===== src/rtl/m_rf_mp_if.sv =====
// Bundle for the multi-port register file: decode-side read addresses, writeback-side
// write ports and status outputs. clk/rst stay outside as plain ports.
interface m_rf_mp_if #(
  parameter int XLEN = 32,
  parameter int NREG = 32,
  parameter int NRD  = 2
);
  localparam int AW = $clog2(NREG);

  logic [NRD*AW-1:0]   w_ra;
  logic [NRD*XLEN-1:0] w_rd;
  logic                w_we0;
  logic [AW-1:0]       w_wa0;
  logic [XLEN-1:0]     w_wd0;
  logic                w_we1;
  logic [AW-1:0]       w_wa1;
  logic [XLEN-1:0]     w_wd1;
  logic                w_busy;
  logic                w_halt;
  logic [31:0]         w_wcnt;

  modport master (
    output w_ra, w_we0, w_wa0, w_wd0, w_we1, w_wa1, w_wd1,
    input  w_rd, w_busy, w_halt, w_wcnt
  );

  modport slave (
    input  w_ra, w_we0, w_wa0, w_wd0, w_we1, w_wa1, w_wd1,
    output w_rd, w_busy, w_halt, w_wcnt
  );
endinterface


===== src/rtl/m_rf_mp.sv =====
// Multi-port integer register file: two prioritised write ports, NRD combinational
// read ports with optional write bypass, post-reset clear engine and sticky halt flag.
module m_rf_mp #(
  parameter int XLEN     = 32,
  parameter int NREG     = 32,
  parameter int NRD      = 2,
  parameter int BYPASS   = 1,
  parameter int HALT_REG = 30
) (
  input  logic       w_clk,
  input  logic       w_rst,
  m_rf_mp_if.slave   bus
);
  localparam int AW = $clog2(NREG);

  typedef enum logic {CLR, RUN} state_t;

  state_t              state;
  logic                busy;
  logic                halt;
  logic [AW-1:0]       cnt;
  logic [31:0]         wcnt;
  logic [XLEN-1:0]     mem [NREG];

  logic                cmt0;
  logic                cmt1;
  logic [1:0]          ncmt;
  logic                halt_hit;
  logic [AW-1:0]       ra_k;
  logic [NRD*XLEN-1:0] rd_all;

  // x0 is hardwired to zero, so writes to it never commit.
  assign cmt0 = ~busy & bus.w_we0 & (bus.w_wa0 != '0);
  assign cmt1 = ~busy & bus.w_we1 & (bus.w_wa1 != '0);
  assign ncmt = {1'b0, cmt0} + {1'b0, cmt1};

  assign halt_hit = (HALT_REG != 0) &&
                    ((cmt0 && (int'(bus.w_wa0) == HALT_REG)) ||
                     (cmt1 && (int'(bus.w_wa1) == HALT_REG)));

  always_ff @(posedge w_clk) begin
    if (w_rst) begin
      state <= CLR;
      busy  <= 1'b1;
      cnt   <= '0;
      halt  <= 1'b0;
      wcnt  <= '0;
    end else begin
      case (state)
        CLR: begin
          cnt <= cnt + AW'(1);
          if (cnt == AW'(NREG - 1)) begin
            state <= RUN;
            busy  <= 1'b0;
          end
        end
        RUN: begin
          wcnt <= wcnt + 32'(ncmt);
          if (halt_hit) halt <= 1'b1;
        end
        default: begin
          state <= CLR;
          busy  <= 1'b1;
          cnt   <= '0;
        end
      endcase
    end
  end

  // Port 1 is written last so it wins a same-address collision.
  always_ff @(posedge w_clk) begin
    if (!w_rst) begin
      if (busy) begin
        mem[cnt] <= '0;
      end else begin
        if (cmt0) mem[bus.w_wa0] <= bus.w_wd0;
        if (cmt1) mem[bus.w_wa1] <= bus.w_wd1;
      end
    end
  end

  always_comb begin
    rd_all = '0;
    ra_k   = '0;
    for (int k = 0; k < NRD; k++) begin
      ra_k = bus.w_ra[k*AW +: AW];
      if (busy || ra_k == '0)
        rd_all[k*XLEN +: XLEN] = '0;
      else if ((BYPASS != 0) && cmt1 && (bus.w_wa1 == ra_k))
        rd_all[k*XLEN +: XLEN] = bus.w_wd1;
      else if ((BYPASS != 0) && cmt0 && (bus.w_wa0 == ra_k))
        rd_all[k*XLEN +: XLEN] = bus.w_wd0;
      else
        rd_all[k*XLEN +: XLEN] = mem[ra_k];
    end
  end

  assign bus.w_rd   = rd_all;
  assign bus.w_busy = busy;
  assign bus.w_halt = halt;
  assign bus.w_wcnt = wcnt;
endmodule


===== src/flat_wrapper.sv =====
// flat-port wrapper written by rule: the top's interface ports become plain ports
module m_rf_mp_flat 
#(
  parameter int XLEN     = 32,
  parameter int NREG     = 32,
  parameter int NRD      = 2,
  parameter int BYPASS   = 1,
  parameter int HALT_REG = 30
)
  (w_clk, w_rst, bus_w_ra, bus_w_we0, bus_w_wa0, bus_w_wd0, bus_w_we1, bus_w_wa1, bus_w_wd1, bus_w_rd, bus_w_busy, bus_w_halt, bus_w_wcnt);
  m_rf_mp_if #(.XLEN(XLEN), .NREG(NREG), .NRD(NRD)) bus_i ();
  input  logic w_clk;
  input  logic w_rst;
  input wire logic [$bits(bus_i.w_ra)-1:0] bus_w_ra;
  input wire logic [$bits(bus_i.w_we0)-1:0] bus_w_we0;
  input wire logic [$bits(bus_i.w_wa0)-1:0] bus_w_wa0;
  input wire logic [$bits(bus_i.w_wd0)-1:0] bus_w_wd0;
  input wire logic [$bits(bus_i.w_we1)-1:0] bus_w_we1;
  input wire logic [$bits(bus_i.w_wa1)-1:0] bus_w_wa1;
  input wire logic [$bits(bus_i.w_wd1)-1:0] bus_w_wd1;
  output wire logic [$bits(bus_i.w_rd)-1:0] bus_w_rd;
  output wire logic [$bits(bus_i.w_busy)-1:0] bus_w_busy;
  output wire logic [$bits(bus_i.w_halt)-1:0] bus_w_halt;
  output wire logic [$bits(bus_i.w_wcnt)-1:0] bus_w_wcnt;
  assign bus_i.w_ra = bus_w_ra;
  assign bus_i.w_we0 = bus_w_we0;
  assign bus_i.w_wa0 = bus_w_wa0;
  assign bus_i.w_wd0 = bus_w_wd0;
  assign bus_i.w_we1 = bus_w_we1;
  assign bus_i.w_wa1 = bus_w_wa1;
  assign bus_i.w_wd1 = bus_w_wd1;
  assign bus_w_rd = bus_i.w_rd;
  assign bus_w_busy = bus_i.w_busy;
  assign bus_w_halt = bus_i.w_halt;
  assign bus_w_wcnt = bus_i.w_wcnt;
  m_rf_mp #(.XLEN(XLEN), .NREG(NREG), .NRD(NRD), .BYPASS(BYPASS), .HALT_REG(HALT_REG)) u_core (.w_clk(w_clk), .w_rst(w_rst), .bus(bus_i));
endmodule

===== config.mk =====
export PLATFORM = sky130hd
export DESIGN_NAME = m_rf_mp_flat
export DESIGN_NICKNAME = d
export VERILOG_FILES = /design/src/rtl/m_rf_mp_if.sv /design/src/rtl/m_rf_mp.sv /design/src/flat_wrapper.sv
export SDC_FILE = /design/constraint.sdc
export NUM_CORES = 2
export LEC_CHECK = 0
export CAP_MARGIN = 20
export CORE_ASPECT_RATIO = 0.8
export CORE_MARGIN = 2
export CORE_UTILIZATION = 25
export DETAILED_ROUTE_END_ITERATION = 16
export GPL_ROUTABILITY_DRIVEN = 0
export HOLD_SLACK_MARGIN = 0.06
export PLACE_DENSITY_LB_ADDON = 0.2
export SYNTH_ARGS = -nofsm -noshare
export SYNTH_HDL_FRONTEND = slang
export SYNTH_SLANG_ARGS = --single-unit

===== constraint.sdc =====
create_clock -name w_clk -period 4.4 [get_ports w_clk]
set_clock_uncertainty 0.2 [all_clocks]
set_input_delay 0.44 -clock w_clk [delete_from_list [all_inputs] [get_ports w_clk]]
set_output_delay 0.44 -clock w_clk [all_outputs]
set_load 0.02 [all_outputs]

==> flow_summary.ini <==
[timing]
setup_violations = 0
clock.fmax_mhz = 234
rsz0062_at_grt = no
tightest_slew_ns = 1.15
layout_min_cycle_time_ns = 4.27
report.final.hold_viol_count = 0
fin_ws_ns = 0.131
drv_slew = 0
slew_headroom = 0.224
fin_crit_sh = 0.970
tns_ns = 0

[drt]
drt_wl_total_mm = 275
ant_nets = 0
initialDrtViolationCount = 6446
avgViaCountPerCell = 5.47
drt-pass1-iter-count = 5
drc_errors = 0
num_vias = 47900
wire_per_inst_um = 31.4

[clock_tree]
cts.clk_slew.worst_paths_ns = 0.06
clockRootBuffer = clkbuf_16
cts.sinks = 1064
cts_tree = yes
numCtsBuffers = 138
clock_path_buffers = 4
clk_latency_ns = 0.80
htreeDepth = 4

[yosys]
synth_edf_count = 1024
syn_inst = 5399
synth.largest_area_cell = edfxtp_1
syn_area_um2 = 61200
syn_area_per_cell_um2 = 11.3
seq_area_frac_synth = 0.515
yosys_register_bits = 1064
synthArstFlopShare = 0
syn-num-nets = 5491
synth_cell_types = 59
yosys_warnings = 0
synth_area_leaders = edfxtp_1 (50%), mux4_2 (14%), o21ai_0 (8.5%)
synth_top_area_frac = 0.502
synth_top_flop_cell = edfxtp_1

[critical_path]
worstSetupStartpoint = u_core.bus.w_busy$_SDFFE_PP1P_
end_kind = primary output
path_cells = nand2b_1 > a21oi_4 > nand3_4 > buf_12 > buf_4 > o21a_1 > a32o_1 > buf_12
cp_num_cells = 8
cp.required_ns = 3.76
slowest_delay_ns = 0.42
worst-path-buf-inv = 3
cp_max_fo = 13
crit_path_frequent_cell = buf_12
cp-start-kind = flop
crit_family = compound AO/OA/AOI/OAI gates
reg2reg_depth = 7
r2r_start = u_core.bus.w_busy$_SDFFE_PP1P_
arrival_ns = 3.63
criticalPathCategory = flop to primary output
slowest_stage = a32o_1

[hold_path]
hold_path.class = input port to flop
min_from = bus_w_wd1[8]
holdPathStages = 3

[placement]
place_worst_setup_slack_ns = 0.196
portBuffers = 185
dp_hpwl_mm = 166

[global_route]
antenna_found_initial = 7
grt_pass1_wl_mm = 379
grt_usage = 0.217
overflow = 0
grt_max_degree = 65
grt_pass1_vias = 46000

[die]
die_area_um2 = 249000
boundaryPins = 186
die_x_um = 557
initial_core_util = 0.251
die_y_um = 447
fp.coreArea_um2 = 244000
rows = 162

[power_and_ir_drop]
p_leak_nw = 22.1
p_total_mw = 24.1
ir_drop_mv = 0.247
power_density_nw_per_um2 = 329

[cells_and_area]
fin_nets = 5473
area_delta_synth_final_pct = 19.6
drive_gt1_frac = 0.190

[flow_run]
maxCapViolCount = 0

[status]
status = complete, no violations
## final cells by class
cell class	count	area (um2)
Tap cell	3280	4100
Clock buffer	160	3560
Antenna cell	2	5.00
Timing Repair Buffer	509	5650
Multi-Input combinational cell	3623	27700
Fill cell	24700	170000
Clock inverter	73	572
Sequential cell	1064	31600
Inverter	45	169
## repair_timing
action | 4_1_cts | 5_1_grt
hold buffers | 1 | 0
endpoints found under the setup margin | 58 | 0
buffers inserted | 2 | 0
gates resized for setup | 3 | 0
endpoints found under the hold margin | 5 | 0
## cell families after synthesis
| logic type | count (synthesis) | share of synthesized area |
|---|---|---|
| muxes | 654 | 0.185 |
| adders and majority gates | 4 | 0.000940 |
| DFF | 1064 | 0.515 |
| AOI/OAI and AO/OA | 1636 | 0.160 |
| and+or+nand+nor | 1290 | 0.0860 |
| xor gates and xnor gates | 39 | 0.00558 |
| buffers and inverters | 712 | 0.0468 |
## tightest hold or removal path: cells and delay by family
kind            cells  cell delay, ns
buf+inv             1            0.35
compound gates      1            0.07
simple gates        1            0.13
## final timing paths
check                                                     endpoint  slack (ns)
worst min-delay path                   u_core.mem[25][8]$_DFFE_PP_        0.16
worst max register to register        u_core.mem[24][14]$_DFFE_PP_        1.10
worst min register to register  u_core.bus.w_wcnt[24]$_SDFFE_PP0P_        0.32
worst max-delay path                                  bus_w_rd[44]        0.13
## registers in the layout (all words and copies together) (netlist names)
register	count
u_core.bus.w_wcnt	32
u_core.cnt	5
u_core.state	1
u_core.mem	1024
u_core.bus.w_halt	1
u_core.bus.w_busy	1
## through the flow
step	instance area (um2)	hold slack (ns)	std cells	util
after floorplan	61200	0.311	5399	-
after global placement	69100	0.290	8518	0.284
after detailed placement	69100	0.306	8518	0.284
after CTS	73300	0.105	8754	0.301
after global routing	73300	0.135	8755	0.301
final	73300	0.159	8756	0.301
## synth_stat cells, types with 8 or more instances
cell type / count
a21boi_0: 65
a21oi_1: 13
a22oi_1: 128
a31oi_1: 8
a32o_1: 64
buf_1: 48
buf_2: 147
clkbuf_1: 469
dfxtp_1: 40
edfxtp_1: 1024
inv_1: 45
mux2i_1: 264
mux4_2: 384
nand2_1: 1052
nand2b_1: 11
nand3_1: 78
nor2_1: 59
nor2_2: 14
nor2b_1: 9
nor3_1: 19
o21a_1: 64
o21ai_0: 1046
o21ai_1: 16
o21bai_1: 8
o221ai_1: 128
o22ai_1: 87
xnor2_1: 12
xor2_1: 27
## routing by layer
layer,part of all wire,GRT usage
met1,0.43,0.304
met2,0.44,0.331
met3,0.087,0.0397
met4,0.039,0.0788
met5,0.00020,0
## where the power goes
part | internal, mW | switching, mW | total (mW)
Combinational | 0.778 | 1.37 | 2.15
Clock | 6.24 | 4.70 | 10.9
Sequential | 11.0 | 0.0325 | 11.0
Total | 18.0 | 6.10 | 24.1
## cell usage in the layout (no fill, tap or decap), drive strengths merged, types with 4 or more instances in the layout
cell / count
nand2b: 11
clkdlybuf4s50: 139
o21a: 64
clkbuf: 160
nand3: 79
buf: 369
nand2: 1052
o221ai: 128
a31oi: 8
bufinv: 8
a21oi: 14
xor2: 27
a32o: 64
a22oi: 128
nor3: 20
and2: 4
xnor2: 12
nand4: 7
mux4: 384
mux2i: 264
or3: 7
nor4: 7
o21bai: 8
nor2b: 9
nand3b: 4
a21boi: 65
mux2: 6
o21ai: 1062
clkinv: 57
o22ai: 87
dfxtp: 40
edfxtp: 1024
nor2: 74
and4: 5
inv: 51
No activity file was read; power rests on OpenSTA's default activity.
